`src/rtl/plic_pkg.sv`:
```
// rtl/plic_pkg.sv - shared parameters, state encodings and register map for the PLIC core
package plic_pkg;

  localparam int N_INT_SRC_DEF = 32;
  localparam int PRIO_W_DEF    = 3;

  // Source ID width; ID 0 is reserved, so at least two IDs always exist.
  function automatic int id_width(input int n_src);
    return (n_src > 1) ? $clog2(n_src) : 1;
  endfunction

  localparam int ID_W_DEF = id_width(N_INT_SRC_DEF);

  // Register map of the surrounding register file.
  localparam logic [31:0] PLIC_BASE         = 32'h5000_0000;
  localparam logic [31:0] REG_PRIORITY_OFS  = 32'h0000_0000;
  localparam logic [31:0] REG_PENDING_OFS   = 32'h0000_1000;
  localparam logic [31:0] REG_ENABLE_OFS    = 32'h0000_2000;
  localparam logic [31:0] REG_THRESHOLD_OFS = 32'h0020_0000;
  localparam logic [31:0] REG_CLAIM_OFS     = 32'h0020_0004;

  typedef enum logic [1:0] {
    S_IDLE  = 2'd0,
    S_SWEEP = 2'd1,
    S_ACK   = 2'd2
  } claim_state_t;

  typedef enum logic {
    GW_IDLE     = 1'b0,
    GW_INFLIGHT = 1'b1
  } gw_state_t;

endpackage

```
`src/rtl/plic_gateway.sv`:
```
// rtl/plic_gateway.sv - per-source level gateway: latches one request until claimed and completed
module plic_gateway
  import plic_pkg::*;
(
  input  logic clk,
  input  logic rst,
  input  logic irq,
  input  logic claim,
  input  logic complete,
  output logic pending
);

  gw_state_t state_q, state_d;
  logic      pending_d;

  // Next state: accept a request only when idle; completion is honoured once the claim has cleared pending
  always_comb begin
    state_d   = state_q;
    pending_d = pending;
    unique case (state_q)
      GW_IDLE: begin
        if (irq) begin
          state_d   = GW_INFLIGHT;
          pending_d = 1'b1;
        end
      end
      GW_INFLIGHT: begin
        if (claim) begin
          pending_d = 1'b0;
        end else if (complete && !pending) begin
          state_d = GW_IDLE;
        end
      end
      default: state_d = GW_IDLE;
    endcase
  end

  // State and pending registers
  always_ff @(posedge clk or posedge rst) begin
    if (rst) begin
      state_q <= GW_IDLE;
      pending <= 1'b0;
    end else begin
      state_q <= state_d;
      pending <= pending_d;
    end
  end

endmodule

```
`src/rtl/plic_claim_arbiter.sv`:
```
// rtl/plic_claim_arbiter.sv - single-context PLIC core: gateways, sequential priority sweep, claim/complete
module plic_claim_arbiter
  import plic_pkg::*;
#(
  parameter int N_INT_SRC = N_INT_SRC_DEF,
  parameter int PRIO_W    = PRIO_W_DEF,
  parameter int ID_W      = id_width(N_INT_SRC)
) (
  input  logic                        CLK,
  input  logic                        RST_X,
  input  logic [N_INT_SRC-1:0]        w_irq_src,
  input  logic [N_INT_SRC*PRIO_W-1:0] w_priority,
  input  logic [N_INT_SRC-1:0]        w_enable,
  input  logic [PRIO_W-1:0]           w_threshold,
  input  logic                        w_claim_req,
  output logic                        w_claim_ack,
  output logic [ID_W-1:0]             w_claim_id,
  input  logic                        w_complete_req,
  input  logic [ID_W-1:0]             w_complete_id,
  output logic [N_INT_SRC-1:0]        w_pending,
  output logic                        w_eip
);

  localparam logic [ID_W-1:0] FIRST_IDX = ID_W'(1);
  localparam logic [ID_W-1:0] LAST_IDX  = ID_W'(N_INT_SRC - 1);

  claim_state_t      state_q, state_d;
  logic [ID_W-1:0]   idx_q;
  logic [ID_W-1:0]   best_id_q, result_id_q, claim_id_q;
  logic [PRIO_W-1:0] best_prio_q, result_prio_q;
  logic [PRIO_W-1:0] prio_arr [N_INT_SRC];
  logic [PRIO_W-1:0] cur_prio, cand_prio;
  logic [ID_W-1:0]   cand_id;
  logic              cur_elig, last_slot;
  logic              sweep_restart, result_clear, id_capture;
  logic              eip_q;
  logic              unused_irq0;

  // ID 0 is reserved: it never has a gateway and never pends.
  assign unused_irq0  = w_irq_src[0];
  assign w_pending[0] = 1'b0;

  for (genvar i = 1; i < N_INT_SRC; i++) begin : g_gw
    plic_gateway u_gw (
      .clk      (CLK),
      .rst      (RST_X),
      .irq      (w_irq_src[i]),
      .claim    (w_claim_ack && (claim_id_q == ID_W'(i))),
      .complete (w_complete_req && (w_complete_id == ID_W'(i))),
      .pending  (w_pending[i])
    );
  end

  // Unpack the flattened priority bus so the sweep can index it by source ID
  always_comb begin
    for (int i = 0; i < N_INT_SRC; i++) begin
      prio_arr[i] = w_priority[i*PRIO_W +: PRIO_W];
    end
  end

  // Evaluate the slot under the sweep index; strict compare keeps the lowest ID on ties
  always_comb begin
    cur_prio  = prio_arr[idx_q];
    cur_elig  = w_pending[idx_q] & w_enable[idx_q] & (cur_prio != '0);
    last_slot = (idx_q == LAST_IDX);
    cand_id   = best_id_q;
    cand_prio = best_prio_q;
    if (cur_elig && (cur_prio > best_prio_q)) begin
      cand_id   = idx_q;
      cand_prio = cur_prio;
    end
  end

  // Claim FSM next state and control strobes
  always_comb begin
    state_d       = state_q;
    sweep_restart = 1'b0;
    result_clear  = 1'b0;
    id_capture    = 1'b0;
    w_claim_ack   = 1'b0;
    unique case (state_q)
      S_IDLE: begin
        if (w_claim_req) begin
          sweep_restart = 1'b1;
          state_d       = S_SWEEP;
        end
      end
      S_SWEEP: begin
        if (last_slot) begin
          id_capture = 1'b1;
          state_d    = S_ACK;
        end
      end
      S_ACK: begin
        w_claim_ack   = 1'b1;
        sweep_restart = 1'b1;
        result_clear  = 1'b1;
        state_d       = S_IDLE;
      end
      default: state_d = S_IDLE;
    endcase
  end

  // Claim FSM state register
  always_ff @(posedge CLK or posedge RST_X) begin
    if (RST_X) begin
      state_q <= S_IDLE;
    end else begin
      state_q <= state_d;
    end
  end

  // Free-running sweep: advance one slot per cycle, publish the winner on wrap
  always_ff @(posedge CLK or posedge RST_X) begin
    if (RST_X) begin
      idx_q         <= FIRST_IDX;
      best_id_q     <= '0;
      best_prio_q   <= '0;
      result_id_q   <= '0;
      result_prio_q <= '0;
    end else begin
      if (sweep_restart) begin
        idx_q       <= FIRST_IDX;
        best_id_q   <= '0;
        best_prio_q <= '0;
      end else if (last_slot) begin
        idx_q         <= FIRST_IDX;
        best_id_q     <= '0;
        best_prio_q   <= '0;
        result_id_q   <= cand_id;
        result_prio_q <= cand_prio;
      end else begin
        idx_q       <= idx_q + ID_W'(1);
        best_id_q   <= cand_id;
        best_prio_q <= cand_prio;
      end
      if (result_clear) begin
        result_id_q   <= '0;
        result_prio_q <= '0;
      end
    end
  end

  // Claimed ID is captured as the claim sweep finishes and held until the next claim
  always_ff @(posedge CLK or posedge RST_X) begin
    if (RST_X) begin
      claim_id_q <= '0;
    end else if (id_capture) begin
      claim_id_q <= cand_id;
    end
  end

  // Interrupt line: the published winner must beat the threshold
  always_ff @(posedge CLK or posedge RST_X) begin
    if (RST_X) begin
      eip_q <= 1'b0;
    end else begin
      eip_q <= (result_prio_q > w_threshold) && (result_id_q != '0);
    end
  end

  assign w_claim_id = claim_id_q;
  assign w_eip      = eip_q;

endmodule

```
`config.mk`:
```
export PLATFORM = sky130hd
export DESIGN_NAME = plic_claim_arbiter
export DESIGN_NICKNAME = d
export VERILOG_FILES = /design/src/rtl/plic_pkg.sv /design/src/rtl/plic_gateway.sv /design/src/rtl/plic_claim_arbiter.sv
export SDC_FILE = /design/constraint.sdc
export NUM_CORES = 1
export LEC_CHECK = 0
export CORE_MARGIN = 2
export CORE_UTILIZATION = 32
export CTS_CLUSTER_SIZE = 8
export DETAILED_ROUTE_END_ITERATION = 12
export PLACE_DENSITY = 0.57
export SYNTH_ARGS = -nofsm -noshare
export SYNTH_HDL_FRONTEND = slang
export SYNTH_SLANG_ARGS = --single-unit
```
`constraint.sdc`:
```
create_clock -name CLK -period 3.9 [get_ports CLK]
set_clock_uncertainty 0.2 [all_clocks]
set_input_delay 0.78 -clock CLK [delete_from_list [all_inputs] [get_ports CLK]]
set_output_delay 0.78 -clock CLK [all_outputs]
set_load 0.02 [all_outputs]
```
; ---- Yosys cells after proc, flatten, opt, wreduce, memory -nomap -nowiden
; Index checks and enable logic that the tools add are counted.
[word_totals]
ff_bits = 91
word_cells = 648
inputBits = 172
[classes]
muxes = 246
n_lt_le_gt_ge = 4
n_addsub = 1
n_eq_ne = 130
n_reduce_logical = 163
bitwise = 34
[ops]
columns = operator, count
row1 = "5-bit equality test, second input constant", 33
row2 = 1-bit two-way mux, 161
row3 = 1-bit one-hot mux with 2 select lines, 63
row4 = 1-bit logical AND, 95
row5 = "5-bit by 4-bit equality test with 1-bit output, second input constant", 16
row6 = "2-bit inequality test, second input constant", 34
row7 = 2-bit AND reduction, 33
row8 = "2-bit by 1-bit inequality test with 1-bit output, second input constant", 31
row9 = "5-bit by 3-bit equality test with 1-bit output, second input constant", 8
row10 = 5-bit two-way mux, 8
row11 = 1-bit zero test, 31
row12 = 1-bit inverter, 31
row13 = 3-bit two-way mux, 8
row14 = "5-bit by 2-bit equality test with 1-bit output, second input constant", 4
row15 = 3-bit binary-select mux with 5-bit select, 1
row16 = 1-bit binary-select mux with 5-bit select, 2
row17 = "5-bit by 1-bit equality test with 1-bit output, second input constant", 2
row18 = "6-bit >= comparator, second input constant", 1
row19 = 3-bit > comparator, 2
row20 = "5-bit by 6-bit less-than comparator with 1-bit output, second input constant", 1
row21 = 5-bit inverter with 6-bit output, 1
row22 = "5-bit by 1-bit adder with 5-bit output, second input constant", 1
row23 = 5-bit nonzero test, 1
row24 = 2-bit two-way mux, 2
row25 = other kinds (7), 8

; ---- Depth between registers and ports, before layout
[logic_depth]
ltp_word = 11
ltp_mapped = 18

; ---- By module
; Synthesis repeated with hierarchy kept, for this count alone.
[unflattened]
cells_unflattened = 715
area_unflattened_um2 = 5901.9
[by_module_without_submodules]
columns = mod, n_inst, area_per_inst_um2, seq_area_each_um2, cells_per_inst
row1 = plic_claim_arbiter, 1, 3303.2, 726.9, 436
row2 = plic_gateway, 31, 83.8, 50.0, 9

; ---- Worst setup path after synthesis
; No wires, ideal clock.
[synth_path]
path_type = in2reg
start = input port w_priority[31]
end = register result_id_q[3]
t_arrival_ps = 3294
path_stages = 15
slack_ps = 280
path_cell_list = mux4_1 -> nand2_1 -> nand2_1 -> o22ai_1 -> a311oi_2 -> ha_1 -> nor2b_1 -> o21ai_0 -> a32oi_1 -> o41ai_1 -> a21oi_2 -> o31a_1 -> buf_6 -> nor2_2 -> a221o_1
[synth_via]
elab_chain_len = 10
elab_cells_between_ends = 11
classes_between = 1 x order compare / 7 x mux / 1 x bitwise / 2 x reduce/logical
[synth_lines]
columns = element, line
row1 = from (decl), plic_claim_arbiter.sv:12  ; input logic [N_INT_SRC*PRIO_W-1:0] w_priority,
row2 = 3-bit binary-select mux with 5-bit select (*), plic_claim_arbiter.sv:63  ; cur_prio = prio_arr[idx_q];
row3 = 3-bit two-way mux (implied by the code) (*) (2 in series), plic_claim_arbiter.sv:63
row4 = "parallel branches: the longest is 2 deep, another holds 3-bit > comparator", --
row5 = 1-bit logical AND (*), plic_claim_arbiter.sv:68  ; if (cur_elig && (cur_prio > best_prio_q)) begin
row6 = 5-bit two-way mux (*), plic_claim_arbiter.sv:68
row7 = 5-bit two-way mux (*), plic_claim_arbiter.sv:126  ; end else if (last_slot) begin
row8 = 5-bit two-way mux (*), plic_claim_arbiter.sv:122  ; if (sweep_restart) begin
row9 = 5-bit two-way mux (*), plic_claim_arbiter.sv:137  ; if (result_clear) begin
row10 = to (signal assigned), plic_claim_arbiter.sv:130  ; result_id_q <= cand_id;
row11 = to (decl), plic_claim_arbiter.sv:29  ; logic [ID_W-1:0] best_id_q, result_id_q, claim_id_q;
; Every way passes the cells marked *. The select of a mux whose other input is x is not followed.
; A chain may end at the register's enable or synchronous reset.

; ---- Final worst setup path
[layout_path]
start = input port w_priority[55]
end = register result_id_q[3]
; Same word-level chain as after synthesis.

==> flow_metrics.tcl <==
set metrics [dict create \
    synth-compound-area-share_pct 17.5 \
    r2r_cells 15 \
    instances_no_fill 1076 \
    crit_required_ps 3930 \
    peakVddDrop_mv 0.435 \
    vias_per_cell 5.30 \
    synth_top_family_by_area "simple AND/OR/NAND/NOR gates" \
    dpl.cell_count 1054 \
    avgSynthCellArea_um2 8.65 \
    die-area_um2 18900 \
    synth_top_area_share_pct 39.6 \
    yosys-top-cells-count "95 x nand2_1, 90 x dfrtp_1, 65 x nor2_1" \
    grt_max_degree 44 \
    synthMuxAreaShare_pct 10.3 \
    r2r_start "idx_q[1]$_DFF_PP0_" \
    cp_max_fo 7 \
    fin_crit_sh_pct 97.4 \
    numCtsBuffers 9 \
    worst_pin_slew_ps 850 \
    clock_path_buffers 2 \
    htreeDepth 3 \
    track_usage_pct 21.3 \
    start_util_pct 32.8 \
    vias 5706 \
    period_needed_ps 3800 \
    dp_hpwl_mm 15.9 \
    place.port_buffers 207 \
    finalSetupViolCount 0 \
    drc_errors 0 \
    finalSetupTns_ps 0 \
    clock_sinks 91 \
    startpoint_type "primary input" \
    crit_type "in2reg" \
    ant_nets 0 \
    arrival_ps 3820 \
    synthSimpleGateAreaFrac_pct 21.4 \
    rows 48 \
    netlist_area_um2 5690 \
    yosys.area.top_type "dfrtp_1" \
    nNetsFinal 1026 \
    die_y_um 137 \
    synth_edf_count 0 \
    synth_cell_types 60 \
    synth_xor_area_share_pct 0.308 \
    tritoncts "yes" \
    power_density_nw_per_um2 624 \
    hold_viol 0 \
    grt_pass1_wl_mm 30.5 \
    min_to "state_q[0]$_DFFE_PP0P_" \
    ys.flop_type "dfrtp_1" \
    num_antenna_cells 0 \
    rr_endpoint "result_id_q[3]$_DFFE_PP0P_" \
    antenna_found_initial 0 \
    globalplace.congestion 0.845 \
    root_buffer "clkbuf_16" \
    fmax_mhz 263 \
    cp-end-kind "register" \
    synthToLayoutAreaGrowth_pct 48.1 \
    synth.most_common_cell "nand2_1" \
    ys_seq_area_share_pct 40.0 \
    die_x_um 137 \
    hold_depth 1 \
    drt_wl_total_mm 20.3 \
    slew_viol_final 0 \
    power.total_mw 5.25 \
    syn_nets 838 \
    synth_cells 658 \
    ys_ff_latch 91 \
    synthAdderAreaFrac_pct 1.76 \
    whs_ps 267 \
    wire_per_inst_um 18.8 \
    pin_count 211 \
    maxCapViolCount 0 \
    maxSlewHeadroom_pct 43.3 \
    path_clk_slew_ps 70 \
    grt_pass1_vias 5695 \
    first_pass_iters 4 \
    r2r_setup_slack_ps 190 \
    clock_latency_ps 340 \
    core_um2 17400 \
    async_flop_share_pct 100 \
    worstHoldStart "state_q[1]$_DFFE_PP0P_" \
    drive_gt1_share_pct 9.52 \
    yosys-top-cells-area "dfrtp_1 40%, mux2i_1 6.7%, nand2_1 6.3%, o21ai_0 4.9%, buf_4 4.4%" \
    drt_iter0_drc 326 \
    outcome "complete, no violations" \
    grt_overflow 0 \
    ys_warn_count 0 \
    hold_path.class "reg2reg" \
    p_leak_nw 3.65 \
]
==> layout make-up <==
| class | count | area, um^2 |
|---|---|---|
| multi-input cells | 479 | 3070 |
| well taps | 225 | 282 |
| flip-flops and latches | 91 | 2280 |
| clock buffers | 10 | 229 |
| clock inverters | 6 | 66.3 |
| fillers | 1617 | 8930 |
| repair buffers | 233 | 2380 |
| inverters | 32 | 121 |
==> routing by layer <==
layer | up-vias | global-route usage, % | routed length, um
met4 | 0 | 7.79 | 507
met2 | 200 | 34.3 | 9670
met1 | 2775 | 29.1 | 9090
met3 | 39 | 3.31 | 1000
li1 | 2692 | - | -
met5 | - | 0 | 0
==> through the flow <==
stage / worst slack (ps) / utilization, % / area (um^2)
2_1_floorplan: 280 / - / 5690
3_3_place_gp: -281 / 45.2 / 7850
3_5_place_dp: -349 / 45.2 / 7850
4_1_cts: 2.00 / 47.2 / 8180
5_1_grt: -0.395 / 48.6 / 8430
6_report: 101 / 48.6 / 8430
==> worst max path at each step <==
| stage | from | to | slack [ps] | depth (start not counted) |
|---|---|---|---|---|
| global placement | w_priority[37] | result_id_q[3]$_DFFE_PP0P_ | -280 | 16 |
| floorplan | w_priority[31] | result_id_q[3]$_DFFE_PP0P_ | 280 | 15 |
| CTS | w_priority[31] | result_id_q[3]$_DFFE_PP0P_ | 2 | 16 |
| finish | w_priority[55] | result_id_q[3]$_DFFE_PP0P_ | 100 | 16 |
| global route | w_priority[55] | w_claim_id[1]$_DFFE_PP0P_ | -0.4 | 16 |
| detailed placement | w_priority[31] | result_id_q[3]$_DFFE_PP0P_ | -350 | 16 |
==> cells by family after synthesis <==
family	after synthesis
compound gates	156
xor+xnor	2
fa+ha+maj	8
buf+inv	88
flops	91
mux	47
other cells	1
simple gates	265
==> sequential cells by signal, indices dropped and copies added, names as in the netlist <==
register / count
best_id_q: 5
best_prio_q: 3
g_gw.u_gw.pending: 31
g_gw.u_gw.state_q: 31
idx_q: 5
result_id_q: 5
result_prio_q: 3
state_q: 2
w_claim_id: 5
w_eip: 1
==> layout by cell type (no fill, tap or decap), types with 26 or more instances in the layout <==
| master | count |
|---|---|
| clkdlybuf4s50_1 | 176 |
| dfrtp_1 | 89 |
| nand2_1 | 86 |
| nor2_1 | 64 |
| o21ai_0 | 54 |
| nand3_1 | 37 |
| mux2i_1 | 33 |
| dlymetal6s2s_1 | 31 |
| inv_1 | 29 |
| a21oi_1 | 26 |
==> timing repair <==
action | in CTS | in global routing
cloned | 0 | 0
hold buffers | 0 | 0
buffers inserted | 3 | 3
resized for setup | 3 | 61
endpoints found under the setup margin | 13 | 21
pin swaps | 2 | 17
==> power breakdown <==
group,internal (mW),switching (mW)
Combinational,1.48,1.55
Sequential,1.11,0.236
Clock,0.497,0.379
==> critical path, cell delays in order <==
cell and delay [ps]:
clkdlybuf4s50_1 400, mux4_2 470, nand2_2 100, nand2_4 60, nor2_4 100, a311oi_4 50, ha_1 340, nor2b_1 130
o21ai_1 90, a32oi_2 270, o41ai_4 150, a21oi_2 160, o31a_1 200, buf_12 170, nor2_4 50, a221o_1 310
Power figures use the tool's default switching activity.
